--- config.mk ---
export PLATFORM = sky130hd
export DESIGN_NAME = lcd_shadow_decoder
export DESIGN_NICKNAME = d
export VERILOG_FILES = /design/src/rtl/lcd_pkg.sv /design/src/rtl/lcd_shadow_ram.sv /design/src/rtl/lcd_shadow_decoder.sv
export SDC_FILE = /design/constraint.sdc
export NUM_CORES = 1
export LEC_CHECK = 0
export CAP_MARGIN = 15
export CORE_ASPECT_RATIO = 1.75
export CORE_MARGIN = 2
export CORE_UTILIZATION = 60
export CTS_BUF_LIST = sky130_fd_sc_hd__clkbuf_16
export CTS_CLUSTER_DIAMETER = 200
export DETAILED_ROUTE_END_ITERATION = 8
export GPL_ROUTABILITY_DRIVEN = 0
export PLACE_DENSITY = 0.78
export RECOVER_POWER = 50
export SLEW_MARGIN = 20
export SYNTH_ARGS = -nofsm -noshare
export SYNTH_HDL_FRONTEND = slang
export SYNTH_SLANG_ARGS = --single-unit
--- constraint.sdc ---
create_clock -name iCLK -period 2.5 [get_ports iCLK]
set_input_delay 0.25 -clock iCLK [delete_from_list [all_inputs] [get_ports iCLK]]
set_output_delay 0.25 -clock iCLK [all_outputs]
set_load 0.005 [all_outputs]
--- src/rtl/lcd_pkg.sv ---
// Shared constants, types and address helpers for the character-LCD shadow decoder.
package lcd_pkg;

    typedef enum logic {DDRAM, CGRAM} mode_e;
    typedef enum logic [1:0] {FILL, IDLE, WRITE} state_e;

    localparam logic [7:0] FILL_CHAR  = 8'h20;
    localparam logic [6:0] LINE1_BASE = 7'h00;
    localparam logic [6:0] LINE2_BASE = 7'h40;
    localparam logic [6:0] LINE1_END  = 7'h27;
    localparam logic [6:0] LINE2_END  = 7'h67;
    localparam int         VIS_WIDTH  = 16;

    // Command classes, matched as (data & MASK) == MATCH in priority order
    localparam logic [7:0] OP_DDADDR_M = 8'h80, OP_DDADDR_V = 8'h80;
    localparam logic [7:0] OP_CGADDR_M = 8'hC0, OP_CGADDR_V = 8'h40;
    localparam logic [7:0] OP_FUNC_M   = 8'hE0, OP_FUNC_V   = 8'h20;
    localparam logic [7:0] OP_SHIFT_M  = 8'hF0, OP_SHIFT_V  = 8'h10;
    localparam logic [7:0] OP_DISP_M   = 8'hF8, OP_DISP_V   = 8'h08;
    localparam logic [7:0] OP_ENTRY_M  = 8'hFC, OP_ENTRY_V  = 8'h04;
    localparam logic [7:0] OP_HOME_M   = 8'hFE, OP_HOME_V   = 8'h02;
    localparam logic [7:0] OP_CLEAR_M  = 8'hFF, OP_CLEAR_V  = 8'h01;

    function automatic logic [6:0] ac_step(input logic [6:0] ac, input logic inc);
        if (inc) begin
            if (ac == LINE1_END) return LINE2_BASE;
            if (ac == LINE2_END) return LINE1_BASE;
            return ac + 7'd1;
        end
        if (ac == LINE1_BASE) return LINE2_END;
        if (ac == LINE2_BASE) return LINE1_END;
        return ac - 7'd1;
    endfunction

    // Offsets wrap below each line base, so a single unsigned compare covers the window
    function automatic logic vis_hit(input logic [6:0] ac);
        return ((ac - LINE1_BASE) < 7'(VIS_WIDTH)) || ((ac - LINE2_BASE) < 7'(VIS_WIDTH));
    endfunction

    function automatic logic [4:0] vis_idx(input logic [6:0] ac);
        logic [6:0] off1;
        logic [6:0] off2;
        off1 = ac - LINE1_BASE;
        off2 = ac - LINE2_BASE;
        if (off1 < 7'(VIS_WIDTH)) return {1'b0, off1[3:0]};
        return {1'b1, off2[3:0]};
    endfunction

endpackage

--- src/rtl/lcd_shadow_ram.sv ---
// 32x8 shadow of the visible display; one shared write port, registered read.
module lcd_shadow_ram
    import lcd_pkg::*;
(
    input  logic       clk_i,
    input  logic       fill_we_i,
    input  logic [4:0] fill_addr_i,
    input  logic       dat_we_i,
    input  logic [4:0] dat_addr_i,
    input  logic [7:0] dat_data_i,
    input  logic [4:0] rd_addr_i,
    output logic [7:0] rd_data_o
);
    logic [7:0] mem_q [32];
    logic [7:0] rd_q;
    logic       we;
    logic [4:0] waddr;
    logic [7:0] wdata;

    assign we    = fill_we_i | dat_we_i;
    assign waddr = fill_we_i ? fill_addr_i : dat_addr_i;
    assign wdata = fill_we_i ? FILL_CHAR : dat_data_i;

    always_ff @(posedge clk_i) begin
        if (we) mem_q[waddr] <= wdata;
        rd_q <= mem_q[rd_addr_i];
    end

    assign rd_data_o = rd_q;
endmodule

--- src/rtl/lcd_shadow_decoder.sv ---
// Passive HD44780 bus decoder keeping a shadow of the visible 16x2 window.
module lcd_shadow_decoder
    import lcd_pkg::*;
(
    input  logic       iCLK,
    input  logic       iRST,
    input  logic [7:0] LCD_DATA,
    input  logic       LCD_RS,
    input  logic       LCD_RW,
    input  logic       LCD_EN,
    input  logic [4:0] iRD_ADDR,
    output logic [7:0] oRD_DATA,
    output logic [6:0] oAC,
    output logic       oDISP_ON,
    output logic       oTWO_LINE,
    output logic       oCHAR_VALID,
    output logic [7:0] oCHAR,
    output logic [4:0] oCHAR_POS,
    output logic       oBUSY,
    output logic       oOVERRUN
);
    logic       en_q, rs_q, rw_q, rd_ok_q;
    logic [7:0] data_q;
    state_e     state_q;
    mode_e      mode_q;
    logic       inc_q, disp_q, two_q, cv_q, ovr_q, busy_q;
    logic [6:0] ac_q;
    logic [4:0] fill_cnt_q, pos_q;
    logic [7:0] char_q, ram_rd;
    logic       strobe;

    assign strobe = en_q & ~LCD_EN & ~rw_q;

    always_ff @(posedge iCLK) begin
        if (iRST) begin
            en_q <= 1'b0; rs_q <= 1'b0; rw_q <= 1'b0; data_q <= 8'h00;
            rd_ok_q    <= 1'b0;
            state_q    <= FILL;
            fill_cnt_q <= 5'd0;
            busy_q     <= 1'b1;
            mode_q     <= DDRAM;
            inc_q      <= 1'b1;
            ac_q       <= LINE1_BASE;
            disp_q     <= 1'b0;
            two_q      <= 1'b0;
            cv_q       <= 1'b0;
            char_q     <= 8'h00;
            pos_q      <= 5'd0;
            ovr_q      <= 1'b0;
        end else begin
            en_q <= LCD_EN; rs_q <= LCD_RS; rw_q <= LCD_RW; data_q <= LCD_DATA;
            rd_ok_q <= 1'b1;
            cv_q    <= 1'b0;
            ovr_q   <= 1'b0;
            unique case (state_q)
                FILL: begin
                    if (strobe) ovr_q <= 1'b1;
                    fill_cnt_q <= fill_cnt_q + 5'd1;
                    if (fill_cnt_q == 5'd31) begin
                        state_q <= IDLE;
                        busy_q  <= 1'b0;
                    end
                end
                default: begin
                    // WRITE carries the store pulse into the RAM; a new strobe cannot land in it
                    state_q <= IDLE;
                    if (strobe) begin
                        state_q <= WRITE;
                        if (!rs_q) begin
                            if ((data_q & OP_DDADDR_M) == OP_DDADDR_V) begin
                                ac_q <= data_q[6:0]; mode_q <= DDRAM;
                            end else if ((data_q & OP_CGADDR_M) == OP_CGADDR_V) begin
                                mode_q <= CGRAM;
                            end else if ((data_q & OP_FUNC_M) == OP_FUNC_V) begin
                                two_q <= data_q[3];
                            end else if ((data_q & OP_SHIFT_M) == OP_SHIFT_V) begin
                                if (!data_q[3]) ac_q <= ac_step(ac_q, data_q[2]);
                            end else if ((data_q & OP_DISP_M) == OP_DISP_V) begin
                                disp_q <= data_q[2];
                            end else if ((data_q & OP_ENTRY_M) == OP_ENTRY_V) begin
                                inc_q <= data_q[1];
                            end else if ((data_q & OP_HOME_M) == OP_HOME_V) begin
                                ac_q <= LINE1_BASE; mode_q <= DDRAM;
                            end else if ((data_q & OP_CLEAR_M) == OP_CLEAR_V) begin
                                ac_q <= LINE1_BASE; inc_q <= 1'b1; mode_q <= DDRAM;
                                state_q <= FILL; fill_cnt_q <= 5'd0; busy_q <= 1'b1;
                            end
                        end else if (mode_q == DDRAM) begin
                            if (vis_hit(ac_q)) begin
                                cv_q   <= 1'b1;
                                char_q <= data_q;
                                pos_q  <= vis_idx(ac_q);
                            end
                            ac_q <= ac_step(ac_q, inc_q);
                        end
                    end
                end
            endcase
        end
    end

    lcd_shadow_ram u_ram (
        .clk_i       (iCLK),
        .fill_we_i   (state_q == FILL),
        .fill_addr_i (fill_cnt_q),
        .dat_we_i    (cv_q),
        .dat_addr_i  (pos_q),
        .dat_data_i  (char_q),
        .rd_addr_i   (iRD_ADDR),
        .rd_data_o   (ram_rd)
    );

    assign oRD_DATA    = rd_ok_q ? ram_rd : 8'h00;
    assign oAC         = ac_q;
    assign oDISP_ON    = disp_q;
    assign oTWO_LINE   = two_q;
    assign oCHAR_VALID = cv_q;
    assign oCHAR       = char_q;
    assign oCHAR_POS   = pos_q;
    assign oBUSY       = busy_q;
    assign oOVERRUN    = ovr_q;
endmodule

### Yosys cells after proc, flatten, opt, wreduce, memory -nomap -nowiden

Memory sizes are Yosys's and may differ from the RTL's. A register that Yosys moved wholly into a read port is not among the register bits.
Index checks and enable logic that the tools add are counted.

* add/subtract/negate cells: 4
* $lt $le $gt $ge: 2
* mux-type cells: 178
* equality and inequality tests: 31
* bitwise operators: 14
* reduce and logical (&&, ||, !) cells: 18

Operator list (count)
* 7-bit 2-to-1 mux: 29
* 1-bit 2-to-1 mux: 121
* 5-bit 2-to-1 mux: 14
* 2-bit 2-to-1 mux: 12
* 10-bit AND reduction: 2
* 3-bit inequality test (second input constant): 6
* 8-bit 2-to-1 mux: 2
* 2-bit by 1-bit inequality test with 1-bit output (second input constant): 8
* 8-bit AND reduction: 2
* 7-bit == test (second input constant): 2
* 7-bit by 5-bit < comparator with 1-bit output (second input constant): 2
* 4-bit inequality test (second input constant): 3
* 1-bit NOT: 11
* 11-bit AND reduction: 1
* 9-bit AND reduction: 1
* 8-bit by 1-bit == test with 1-bit output (second input constant): 1
* 7-bit by 1-bit adder with 7-bit output (second input constant): 1
* 7-bit by 1-bit == test with 1-bit output (second input constant): 1
* 7-bit by 6-bit == test with 1-bit output (second input constant): 1
* 7-bit zero test: 1
* 7-bit by 1-bit subtractor with 7-bit output (second input constant): 1
* 7-bit subtractor (second input constant): 1
* 6-bit by 1-bit == test with 1-bit output (second input constant): 1
* 2-bit inequality test (second input constant): 3
* 17 further kinds: 20

* word-level logic and storage cells: 265
* output and inout bits: 33
* memories: 1
* register bits after elaboration: 46
* bits of input ports: 18
* RAM bits: 256

Memory list
* u_ram.mem_q: depth 32, width 8, read ports 1, clocked after Yosys merged registers in 1, wr ports 1, RTL line lcd_shadow_ram.sv:14 `logic [7:0] mem_q [32];`

### Longest topological paths before layout

Gate-level depths: netlist of the first run.

* word-level depth: 40
* gate-level depth with buffers: 8

### By module

From an unflattened synthesis of the first run, not the netlist that was laid out.

* cell total of the unflattened synthesis: 712
* area, all modules: 12560.8 µm²

Modules (own cells, without submodules)
* lcd_shadow_ram: cells an instance 439, instances 1, area each 10193.5 µm², seq. area each 7847.5 µm²
* lcd_shadow_decoder: cells an instance 273, instances 1, area each 2367.3 µm², seq. area each 920.9 µm²

### Least setup slack after synthesis of the first run

No wires, ideal clock.

* kind: register to register
* start: register state_q[1]
* end: memory u_ram.mem_q[26][0] (enable)
* path buffers: 1
* slack: 0.354 ns
* data arrival time: 1.775 ns
* period minus slack after synthesis: 2.146 ns
* stages on the path, launching flop included: 7
* path through: dfxtp_1 -> or2_2 -> clkbuf_1 -> mux2i_1 -> nor2b_1 -> nand2_1 -> nor2_1

* word-level cells in the longest chain between the ends: 4

Ends and longest elaborated chain
* start: declaration: RTL line lcd_shadow_decoder.sv:24 `state_e state_q;`
* start signal: assignment: RTL line lcd_shadow_decoder.sv:38 `state_q <= FILL;`
* start signal: assignment: RTL line lcd_shadow_decoder.sv:60 `state_q <= IDLE;`
* start signal: assignment: RTL line lcd_shadow_decoder.sv:66 `state_q <= IDLE;`
* 2-bit zero test (*): RTL line lcd_shadow_decoder.sv:104 `.fill_we_i (state_q == FILL),`
* 1-bit bitwise OR: RTL line lcd_shadow_ram.sv:20 `assign we = fill_we_i | dat_we_i;`
* 1-bit 2-to-1 mux: RTL line lcd_shadow_ram.sv:25 `if (we) mem_q[waddr] <= wdata;`
* 1-bit 2-to-1 mux (not written as such): RTL line lcd_shadow_ram.sv:25
* end: declaration: RTL line lcd_shadow_ram.sv:14

Mark *: on every way between the ends. The rest lies on a longest branch, timed or not.

### Worst setup path after layout of the first run

* start: register data_q[7]
* end: register fill_cnt_q[3]

* word-level cells in the longest chain between the ends: 3

Ends and longest elaborated chain
* start: declaration: RTL line lcd_shadow_decoder.sv:23 `logic [7:0] data_q;`
* start signal: assignment: RTL line lcd_shadow_decoder.sv:36 `en_q <= 1'b0; rs_q <= 1'b0; rw_q <= 1'b0; data_q <= 8'h00;`
* start signal: assignment: RTL line lcd_shadow_decoder.sv:51 `en_q <= LCD_EN; rs_q <= LCD_RS; rw_q <= LCD_RW; data_q <= LCD_DATA;`
* 7-bit by 1-bit == test with 1-bit output (tied with other cells): RTL line lcd_shadow_decoder.sv:82 `end else if ((data_q & OP_HOME_M) == OP_HOME_V) begin`
* 2-bit by 1-bit inequality test with 1-bit output (no source line) / 2-bit nonzero test (equally long branches)
* 10-bit AND reduction (no source line) (*)
* end signal: assignment: RTL line lcd_shadow_decoder.sv:58 `fill_cnt_q <= fill_cnt_q + 5'd1;`
* end: declaration: RTL line lcd_shadow_decoder.sv:28 `logic [4:0] fill_cnt_q, pos_q;`

Marked as above.
A chain may end at the register's enable or synchronous reset.

==> results of run 1 <==
## per-stage QoR
stage	hold slack [ns]	total power, µW	cell area (µm²)
global placement	0.485	6110	13600
CTS	0.257	10000	14400
global route	0.283	10200	14400
detailed placement	0.489	6130	13600
finish	0.272	9990	14400
floorplan	0.378	5960	12400
## sequential cells by signal (all words and copies together), names as in the netlist
name,count
u_ram.mem_q,256
data_q,8
oCHAR,8
u_ram.rd_data_o,8
oAC,7
fill_cnt_q,5
oCHAR_POS,5
state_q,2
en_q,1
inc_q,1
mode_q,1
oBUSY,1
oCHAR_VALID,1
oDISP_ON,1
oOVERRUN,1
oTWO_LINE,1
rd_ok_q,1
rs_q,1
rw_q,1
## path summary, 6_finish.rpt
| check | from | to | slack [ns] | cells after the start |
|---|---|---|---|---|
| worst max-delay path | data_q[7] | fill_cnt_q[3] | 0.30 | 6 |
| worst min-delay path | LCD_RS | rs_q | 0.27 | 2 |
| worst max register to register | data_q[7] | fill_cnt_q[3] | 0.30 | 6 |
| worst min register to register | oDISP_ON | oDISP_ON | 0.50 | 2 |
## per-layer routing
metal | routed length, µm | share of wire (%)
met4 | 1320 | 4.6
met2 | 16500 | 58
met5 | 0 | 0
met3 | 1250 | 4.4
met1 | 9540 | 33
## power by group through the flow
stage	registers (µW)	logic, µW	clock network, µW
2_1_floorplan	5710	258	0
3_3_place_gp	5720	390	0
3_5_place_dp	5730	397	0
4_1_cts	5620	399	4030
5_1_grt	5620	424	4180
6_report	5620	396	3980
## kinds of logic (layout without fill, tap and decap cells)
| logic type | count (synthesis) | in the layout | share of synthesized area, % |
|---|---|---|---|
| muxes | 108 | 108 | 16.8 |
| buffers and inverters | 45 | 161 | 1.63 |
| DFF | 310 | 310 | 70.5 |
| AOI/OAI and AO/OA | 65 | 65 | 3.36 |
| adders and majority gates | 5 | 5 | 0.503 |
| xor gates and xnor gates | 7 | 7 | 0.493 |
| and+or+nand+nor | 168 | 168 | 6.70 |
## critical path, cell delays in order (launching register included)
cell     delay, ns
dfxtp_1       0.44
nor3_1        0.43
and4_1        0.29
nor3b_1       0.33
nor2_1        0.18
o21ai_0       0.27
a21oi_1       0.12
## final cells by class
cell class	instances	share of cell area (%)
Clock inverter	20	1.13
Inverter	7	0.183
Clock buffer	27	4.70
Timing Repair Buffer	107	6.74
Sequential cell	310	60.9
Multi-Input combinational cell	353	24.2
Tap cell	248	2.16
## placed cells by master, fill, tap and decap left out, types with 5 or more instances in the layout
| cell | count |
|---|---|
| dlygate4sd3_1 | 20 |
| mux4_2 | 80 |
| a21oi_1 | 18 |
| inv_1 | 13 |
| mux2_2 | 8 |
| nor3_1 | 6 |
| and2_2 | 7 |
| clkinv_1 | 6 |
| buf_4 | 49 |
| and2_1 | 11 |
| nand3_1 | 8 |
| dfxtp_1 | 54 |
| buf_12 | 5 |
| clkbuf_16 | 27 |
| ha_1 | 5 |
| mux2i_1 | 20 |
| nor2b_1 | 17 |
| o21ai_0 | 15 |
| nand2_1 | 19 |
| a31oi_1 | 6 |
| clkdlybuf4s50_1 | 28 |
| edfxtp_1 | 256 |
| nor2_1 | 73 |
==> results.toml, run 1 <==
[logic_synthesis]
yosys-top-cells-area = "edfxtp_1 (62%), mux4_2 (14%), dfxtp_1 (8.7%), nor2_1 (2.2%), mux2i_1 (1.6%)"
synth_top_area_share_pct = 61.8
syn_nets = 731
yosys_warnings = 0
synthArstFlopShare_pct = 0
synth_edf_count = 256
syn_avg_cell_area_um2 = 17.6
synth.largest_area_cell = "edfxtp_1"
syn_inst = 708
syn_area_um2 = 12400
yosysMostFrequentCell = "edfxtp_1"
synth-main-ff-cell = "edfxtp_1"
synth_common_cells = "edfxtp_1 (256), mux4_2 (80), nor2_1 (73), dfxtp_1 (54), clkbuf_1 (21)"
ys_seq_area_share_pct = 70.5
ys_types = 50
synth_seq_cells = 310

[route]
routed_wl_um = 28600
drt_iter0_markers = 628
dr.pass1.iters = 5
route.detailed.drc = 0
wire_per_inst_um = 26.7
via_per_inst = 6.43
vias = 6888
antenna_left = 0

[place]
dp_slack_ns = 0.217
placed_cells = 1025
dp_hpwl_um = 19400
io_buffer_count = 50

[worst_setup_path]
crit_fanout = 11
crit_type = "reg2reg"
cp-start-kind = "flop"
cp.required_ns = 2.89
cp-end-kind = "flop"
crit_arrival_ns = 2.60

[cts]
root_buffer = "clkbuf_16"
cts.path.max_buffers = 3
cts_hold_buf = 0
clk_latency_ns = 0.53
cts_tree = "done"
cts_buffers = 26
clk_pin_slew_ns = 0.06
htreeDepth = 1
post_cts_buffers = 0
clock-sinks = 310
cts-resized-gates = 0

[global_routing]
globalRouteMet3Util_pct = 2.40
grt_max_degree = 42
grt_use_met2_pct = 51.2
busiest_layer = "met2"
grt_pass1_vias = 7182
antenna_found_initial = 0
use_met1_pct = 29.2
grt_usage_pct = 26.5
grt_pass1_wl_um = 43200
grt-ovfl-total = 0

[layout]
drive_above_1_share_pct = 23.2
instances_no_fill = 1072
n_fill_cell = 1248
ff_latch_area_um2 = 8770
nets = 828
utilization_pct = 70.9
multi_input_area_um2 = 3480
n_antenna_cell = 0
syn2layout_area_growth_pct = 15.7

[flow_run]
maxCapViolations = 0

[power_and_ir_drop]
power_density_nw_per_um2 = 695
cell_internal_pwr_uw = 8020
seqPwrFrac_pct = 56.2
ir_worst_vdd_v = 0.000680
switching_share_pct = 19.7
p_switching_uw = 1970
clock_power_share_pct = 39.8
p_leak_uw = 0.00540
power_frac_comb_pct = 4.0

[sta]
finalHoldViolations = 0
max_freq_ghz = 0.454
finClkSkew_ns = 0.00787
finalCritPeriodShare_pct = 88.2
finalSetupViolations = 0
finalMaxSlewViolations = 0
max_slew_margin_pct = 43.2
finalSetupTns_ns = 0
rsz0062_at_grt = "false"
worst_slew_pin_slew_ns = 0.852
setup_slack_ns = 0.295
period_minus_slack_ns = 2.20

[floorplan]
num_io_pins = 51
start_util_pct = 61.3
core.rowCount = 69
core_area_um2 = 20300
dieArea_um2 = 21900
die_width_um = 113
die_h_um = 194

[status]
status = "finished, final reports clean"

[worst_hold_path]
worstHoldPathType = "in2reg"
Power figures use the tool's default switching activity.
==> inputs of run 2 (changes only) <==
- TNS_END_PERCENT: default -> 100
- clock period: 2.5 -> 2.1 ns (I/O delays scaled with it)
==> results.toml, run 2 (synthesized netlist as in run 1, its figures left out) <==
[worst_hold_path]
hold_start = "LCD_RS"
worstHoldPathType = "in2reg"

[route]
drt_iter0_markers = 547
antenna_left = 0
via_per_inst = 6.36
wire_per_inst_um = 26.7
route.detailed.drc = 0
routed_wl_um = 29500
dr.pass1.iters = 5
vias = 7028

[floorplan]
die_h_um = 194
core.rowCount = 69
dieArea_um2 = 21900
core_area_um2 = 20300
num_io_pins = 51
start_util_pct = 61.3
die_width_um = 113

[cts]
cts_buffers = 26
clk_pin_slew_ns = 0.07
clock-sinks = 310
post_cts_buffers = 0
root_buffer = "clkbuf_16"
htreeDepth = 1
clk_latency_ns = 0.53
cts_tree = "done"
cts.path.max_buffers = 3

[power_and_ir_drop]
power_density_nw_per_um2 = 804
ir_worst_vdd_v = 0.000734
p_leak_uw = 0.00556
total_power_uw = 11800

[place]
dp_hpwl_um = 20500
io_buffer_count = 50
placed_cells = 1058

[global_routing]
antenna_found_initial = 0
grt_max_degree = 33
grt_pass1_wl_um = 44800
globalRouteMet3Util_pct = 2.90
grt_use_met2_pct = 53.6
grt_pass1_vias = 7398
grt-ovfl-total = 0
busiest_layer = "met2"
use_met1_pct = 30.8
grt_usage_pct = 27.7

[worst_setup_path]
cp-start-kind = "flop"
cp.required_ns = 1.89
regToRegEndpoint = "u_ram.mem_q[20][3]"
cp-end-kind = "output port"
worstSetupEndpoint = "oAC[2]"
startpoint = "oAC[2]"
r2r_slack_ns = 0.09
worstRegToRegCells = 6
crit_fanout = 9
r2r-start = "state_q[1]"
crit_arrival_ns = 1.82
crit_type = "reg2out"

[sta]
finalMaxSlewViolations = 0
finalSetupViolations = 0
max_slew_margin_pct = 33.3
finalHoldViolations = 0
period_minus_slack_ns = 2.03
finalCritPeriodShare_pct = 96.5
worst_slew_pin_slew_ns = 1.00
finClkSkew_ns = 0.0151
max_freq_ghz = 0.493

[layout]
nets = 861
syn2layout_area_growth_pct = 18.1
layout_commonest_cell = "edfxtp_1"
n_fill_cell = 1211
instances_no_fill = 1105
drive_above_1_share_pct = 26.5
ff_latch_area_um2 = 8770
n_antenna_cell = 0
largest_reg_flops = 256
registers.top_by_ff_count = "u_ram.mem_q"
layout_common_cells = "edfxtp_1 (256), mux4_2 (80), nor2_1 (72)"
multi_input_area_um2 = 3520

[status]
status = "finished, final reports clean"

[flow_run]
maxCapViolations = 0
run 2: cell count changes in the layout (fill, tap and decap cells not counted), moves of 3 or more:
cell / change
buf_4: +18
and2_2: -7
mux2i_1: -3
clkbuf_2: +7
clkinv_1: -3
buf_12: +4
and2_0: +3
and2_1: +4
clkinv_2: +4
run 2: critical path, cell delays in order (launching register included):
cell and delay, ns:
dfxtp_1 0.56, buf_4 0.22, clkdlybuf4s50_1 0.50
run 2: final cells by class:
class | count | area share [%]
repair buffers | 140 | 8.48
flip-flops and latches | 310 | 59.7
inverters | 7 | 0.179
well taps | 248 | 2.11
clock buffers | 27 | 4.60
clock inverters | 20 | 0.945
multi-input cells | 353 | 24.0
run 2: report_power, final:
| group | switching [µW] | internal (µW) |
|---|---|---|
| logic | 267 | 253 |
| registers | 47.1 | 6640 |
| clock network | 2040 | 2560 |
run 2: per-stage QoR:
step	setup TNS, ns	setup WS, ns	cell area [µm²]	hold slack (ns)	utilization [%]
after CTS	0	0.0479	14700	0.206	72.4
after floorplan	-4.96	-0.0457	12400	0.338	-
after global placement	-3.53	-0.0770	13900	0.481	68.3
final	0	0.0736	14700	0.221	72.4
after global routing	-0.905	-0.0278	14700	0.234	72.4
after detailed placement	-6.47	-0.127	13900	0.495	68.3
run 2: what timing repair did:
item,4_1_cts,5_1_grt
hold buffers,0,0
setup endpoints to repair,72,112
gates resized for setup,4,8
pin swaps,0,0
run 2: worst min-delay path by stage:
| stage | endpoint | depth (start not counted) | slack, ns |
|---|---|---|---|
| 6_report | rs_q | 2 | 0.22 |
| 5_1_grt | rs_q | 2 | 0.23 |
| 4_1_cts | rs_q | 2 | 0.21 |
| 3_5_place_dp | oTWO_LINE | 2 | 0.49 |
| 3_3_place_gp | oDISP_ON | 2 | 0.48 |
| 2_1_floorplan | rd_ok_q | 1 | 0.34 |
run 2: per-layer routing:
metal  share of wire [%]  wire length [µm]  up-vias
li1                    -                 -     3062
met1                  34              9960     3600
met2                  58             17000      292
met3                 4.3              1270       74
met4                 4.3              1280        0
met5                   0                 0        -
==> inputs of run 3 (changes only) <==
- RECOVER_POWER: 50 -> default
==> results.toml, run 3 (synthesized netlist as in run 1, its figures left out) <==
[cts]
clock-sinks = 310
cts_tree = "done"
clk_pin_slew_ns = 0.07
clk_latency_ns = 0.53
root_buffer = "clkbuf_16"
htreeDepth = 1
cts_buffers = 26
cts.path.max_buffers = 3

[sta]
finalSetupViolations = 0
finalMaxSlewViolations = 0
worst_slew_pin_slew_ns = 0.713
setup_slack_ns = 0.0696
finalCritPeriodShare_pct = 96.7
period_minus_slack_ns = 2.03
max_slew_margin_pct = 52.5
finalHoldViolations = 0
finClkSkew_ns = 0.0158
max_freq_ghz = 0.493

[floorplan]
core_area_um2 = 20300
start_util_pct = 61.3
dieArea_um2 = 21900
die_h_um = 194
num_io_pins = 51
core.rowCount = 69
die_width_um = 113

[global_routing]
globalRouteMet3Util_pct = 2.90
grt-ovfl-total = 0
grt_use_met2_pct = 53.6
grt_max_degree = 33
grt_pass1_vias = 7398
grt_usage_pct = 27.7
grt_pass1_wl_um = 44800
busiest_layer = "met2"
use_met1_pct = 30.8
antenna_found_initial = 0

[layout]
syn2layout_area_growth_pct = 18.4
registers.top_by_ff_count = "u_ram.mem_q"
largest_reg_flops = 256
utilization_pct = 72.6
n_antenna_cell = 0
layout_common_cells = "edfxtp_1 (256), buf_4 (81), mux4_2 (80)"
drive_above_1_share_pct = 27.1
layout_commonest_cell = "edfxtp_1"
nets = 861

[route]
route.detailed.drc = 0
dr.pass1.iters = 6
vias = 7054
wire_per_inst_um = 26.7
drt_iter0_markers = 530
routed_wl_um = 29600
via_per_inst = 6.38
antenna_left = 0

[worst_setup_path]
cp-start-kind = "flop"
startpoint = "oAC[2]"
critical_path_buf_inv_count = 2
cp.required_ns = 1.89
crit_fanout = 9
critPathSlowestCell = "dfxtp_1"
r2r-start = "state_q[1]"
crit_arrival_ns = 1.82
regToRegEndpoint = "u_ram.mem_q[20][3]"
crit_type = "reg2out"
cp-end-kind = "output port"
cpLargestDelayFamily = "buffers and inverters"
crit_path_max_incr_delay_ns = 0.57
crit_chain = "buf_4 -> clkdlybuf4s50_1"
r2r_slack_ns = 0.08
worstRegToRegCells = 6

[worst_hold_path]
hold_start = "LCD_RS"
worst_hold_path.num_cells = 2
worstHoldPathType = "in2reg"
hold_path_end = "rs_q"

[power_and_ir_drop]
p_switching_uw = 2360
ir_worst_vdd_v = 0.000708
cell_internal_pwr_uw = 9460
seqPwrFrac_pct = 56.6
power_frac_comb_pct = 4.4
clock_power_share_pct = 39.0
switching_share_pct = 19.9
p_leak_uw = 0.00553
power_density_nw_per_um2 = 802

[status]
status = "finished, final reports clean"

[place]
io_buffer_count = 50
dp_hpwl_um = 20500
dp_slack_ns = -0.127

[flow_run]
maxCapViolations = 0
-- run 3: cell types whose count changed in the layout (fill, tap and decap cells not counted), sizes merged --
cell | previous run | this run
buf | 78 | 92
clkbuf | 41 | 27
clkdlybuf4s50 | 30 | 48
dlygate4sd3 | 18 | 0
-- run 3: per-layer routing --
metal	up-vias	wire length (µm)	part of all wire, %
met2	308	17100	58
met3	69	1200	4.1
met1	3617	10000	34
li1	3060	-	-
met4	0	1280	4.3
met5	-	0	0
-- run 3: worst max-delay path by stage --
stage               depth (start not counted)  slack [ns]            endpoint
floorplan                                   6       -0.05  u_ram.mem_q[26][0]
global route                                6       -0.03   u_ram.mem_q[8][2]
CTS                                         6        0.05  u_ram.mem_q[17][3]
global placement                            6       -0.08  u_ram.mem_q[20][7]
finish                                      2        0.07              oAC[2]
detailed placement                          6       -0.13  u_ram.mem_q[20][1]
-- run 3: area by class of cell --
class,instances,area (µm²)
Clock buffer,27,676
Clock inverter,20,139
Fill cell,1201,5560
Inverter,7,26.3
Multi-Input combinational cell,353,3520
Sequential cell,310,8770
Tap cell,248,310
Timing Repair Buffer,140,1280
-- run 3: per-stage QoR --
stage          instances  hold WS [ns]  setup TNS (ns)  total power, µW  instance area, µm²
5_1_grt             1105         0.234          -0.907            12100               14700
3_3_place_gp        1058         0.481           -3.53             7310               13900
2_1_floorplan        708         0.338           -4.96             7100               12400
6_report            1105         0.222               0            11800               14700
3_5_place_dp        1058         0.495           -6.47             7330               13900
4_1_cts             1105         0.206               0            11900               14700
-- run 3: worst register-to-register path: stages (launching register included) --
cell	delay [ns]
dfxtp_1	0.32
or2_2	0.39
mux2i_4	0.27
nor2b_2	0.24
nand2_1	0.15
nor2_1	0.15
buf_4	0.20
-- run 3: power by group through the flow --
stage | Combinational [µW] | Sequential (µW) | Clock [µW]
floorplan | 307 | 6790 | 0
global placement | 507 | 6810 | 0
detailed placement | 517 | 6810 | 0
CTS | 523 | 6680 | 4660
global route | 555 | 6680 | 4860
finish | 523 | 6680 | 4610
-- run 3: repair_timing --
action / in CTS / in global routing
hold endpoints to repair: 0 / 0
resized for setup: 4 / 8
endpoints found under the setup margin: 72 / 112
pin swaps: 0 / 0
setup buffers: 0 / 0
hold buffers: 0 / 0
==> variant (config.mk and constraints of run 2) <==
Register the output `oRD_DATA`, with the module's reset; this adds one clock of latency there. The other outputs are not delayed to match.
--- a/src/rtl/lcd_shadow_decoder.sv
+++ b/src/rtl/lcd_shadow_decoder.sv
@@ -111,5 +111,11 @@
     );
 
-    assign oRD_DATA    = rd_ok_q ? ram_rd : 8'h00;
+    always_ff @(posedge iCLK) begin
+        if (iRST) begin
+            oRD_DATA <= '0;
+        end else begin
+            oRD_DATA <= rd_ok_q ? ram_rd : 8'h00;
+        end
+    end
     assign oAC         = ac_q;
     assign oDISP_ON    = disp_q;
Function: changed (a bounded check fails within 4 cycles, from zero or initial values and one cycle with iRST high).
==> variant against run 2 <==
The run now ends with DRC left; routed wire length fell by 4.2%; cell area fell by 0.69%; total power is 1.1% higher; worst setup slack got worse by 2.1 ps; sequential cell count grew 8; first-iteration DRC count increased by 30%; area after synthesis up 0.73%; sequential power increased by 2%.
==> variant: results (changes against run 2) <==
regMostFlops: "u_ram.mem_q"
crit_path_max_fanout: 7  # -2
vdd_ir_drop_max_mv: 0.583  # -21%
critPathMaxStageDelay_ps: 500  # -60 ps
grt_util_met1_pct: 31.0  # +0.24 points
ys_seq_area_share_pct: 71.3  # +0.76 points
critPathTopFamily: "compound AO/OA/AOI/OAI gates"
grt_pass1_wl_mm: 43.4  # -3.3%
portBuffers: 50  # unchanged
r2r_slack_ps: 70  # -20 ps
grt.met3_usage_pct: 2.82  # -0.076 points
synth_cell_types: 46  # -8.0%
fillers: 1272  # +5.0%
finalMaxSlewViolations: 0  # unchanged
status: "finished, violations left"
grt.total_usage_pct: 26.5  # -1.3 points
syn-num-nets: 732  # +0.14%
first_pass_iters: 7  # +2
async_flop_share_pct: 0  # unchanged
min_to: "rw_q$_SDFF_PP0_"
drt_iter0_drc: 713  # +30%
gr-usage-met2_pct: 49.3  # -4.3 points
cts.repair.resized: 0  # -4
root_buffer: "clkbuf_16"
whs_ps: 234  # +12.8 ps
cp_slowest_cell: "or3b_2"
finalPower_mw: 11.9  # +1.1%
skew_ps: 8.26  # -6.89 ps
grt_pass1_vias: 7297  # -1.4%
synth_common_cells: "edfxtp_1, mux4_2, nor2_1, dfxtp_1, nand2_1"
drc: 1  # +1
violations: "DRC"
ff2ff_path_depth: 6  # unchanged
yosysWarnings: 0  # unchanged
cts_made_buffers: 26  # unchanged
tightest_slew_ps: 694  # -307 ps
nets: 844  # -2.0%
arrival_ps: 2480  # +660 ps
holdCritStartpoint: "LCD_RW"
synthTopCellsByArea: "edfxtp_1, mux4_2, dfxtp_1, nor2_1, mux2i_1"
clkTransAtPathRegs_ps: 70  # about the same
crit-reg2reg-launch: "en_q$_SDFF_PP0_"
dr_total_vias: 6971  # -0.81%
synth-edff-count: 256  # unchanged
dp_hpwl_mm: 19.2  # -6.5%
p_leak_nw: 5.50  # -0.96%
drive_gt1_share_pct: 25.2  # -1.3 points
wirelength_mm: 28.2  # -4.2%
whs_path_depth: 2  # unchanged
r2r_end: "oAC[2]$_SDFFE_PP0P_"
largest_register_ffs: 256  # unchanged
==> variant: cell types whose count changed in the layout (fill, tap and decap cells not counted), moves of 6 or more <==
cell      delta
nor3_1       +6
buf_4       -10
and2_2       +6
dfxtp_1      +8
clkbuf_2     -6
and2_1      -12
nand2_1      +6
==> variant: kinds of logic after synthesis <==
| group | Yosys count | synth area share [%] |
|---|---|---|
| buffers and inverters | 39 | 1.44 |
| DFF | 318 | 71.3 |
| AOI/OAI and AO/OA | 59 | 2.95 |
| adders and majority gates | 5 | 0.499 |
| and+or+nand+nor | 175 | 6.82 |
| muxes | 107 | 16.6 |
| xor gates and xnor gates | 6 | 0.419 |
==> variant: per-layer routing <==
metal	wire (microns)	part of all wire, %	vias up
li1	-	-	3018
met2	15800	56	361
met3	1560	5.5	83
met1	9550	34	3509
met5	0	0	-
met4	1320	4.7	0
==> variant: metrics by stage <==
stage	utilization (%)	instance area (sq um)	cells	setup slack, ps
global placement	66.5	13700	1045	-34.8
floorplan	-	12500	709	-1.36
global route	70.6	14600	1093	6.75
detailed placement	66.5	13700	1045	-35.7
CTS	70.4	14600	1093	27.2
finish	70.6	14600	1093	71.4
==> variant: worst max path at each step <==
stage	from	end	slack [ps]	depth (start not counted)
2_1_floorplan	state_q[1]$_SDFFE_PP0N_	u_ram.mem_q[26][0]$_DFFE_PP_	-1	6
3_3_place_gp	iRD_ADDR[0]	u_ram.rd_data_o[1]$_DFF_P_	-30	5
3_5_place_dp	iRD_ADDR[0]	u_ram.rd_data_o[2]$_DFF_P_	-40	5
4_1_cts	state_q[1]$_SDFFE_PP0N_	u_ram.mem_q[16][1]$_DFFE_PP_	30	3
5_1_grt	en_q$_SDFF_PP0_	oAC[2]$_SDFFE_PP0P_	7	6
6_report	en_q$_SDFF_PP0_	oAC[2]$_SDFFE_PP0P_	70	6
==> variant: area by class of cell <==
| cell class | instances | area, sq um | share of cell area (%) |
|---|---|---|---|
| clock buffer | 28 | 701 | 4.80 |
| clock inverter | 20 | 115 | 0.789 |
| inverter | 8 | 30.0 | 0.206 |
| multi-input combinational | 352 | 3470 | 23.8 |
| sequential | 318 | 8930 | 61.2 |
| tap | 252 | 315 | 2.16 |
| timing repair buffer | 115 | 1030 | 7.07 |
==> variant: where the power goes <==
group / total [mW] / internal (mW) / leakage (nW) / switching, mW
logic: 0.508 / 0.238 / 1.78 / 0.270
registers: 6.83 / 6.79 / 3.30 / 0.0425
clock network: 4.60 / 2.52 / 0.425 / 2.08
total: 11.9 / 9.55 / 5.50 / 2.39
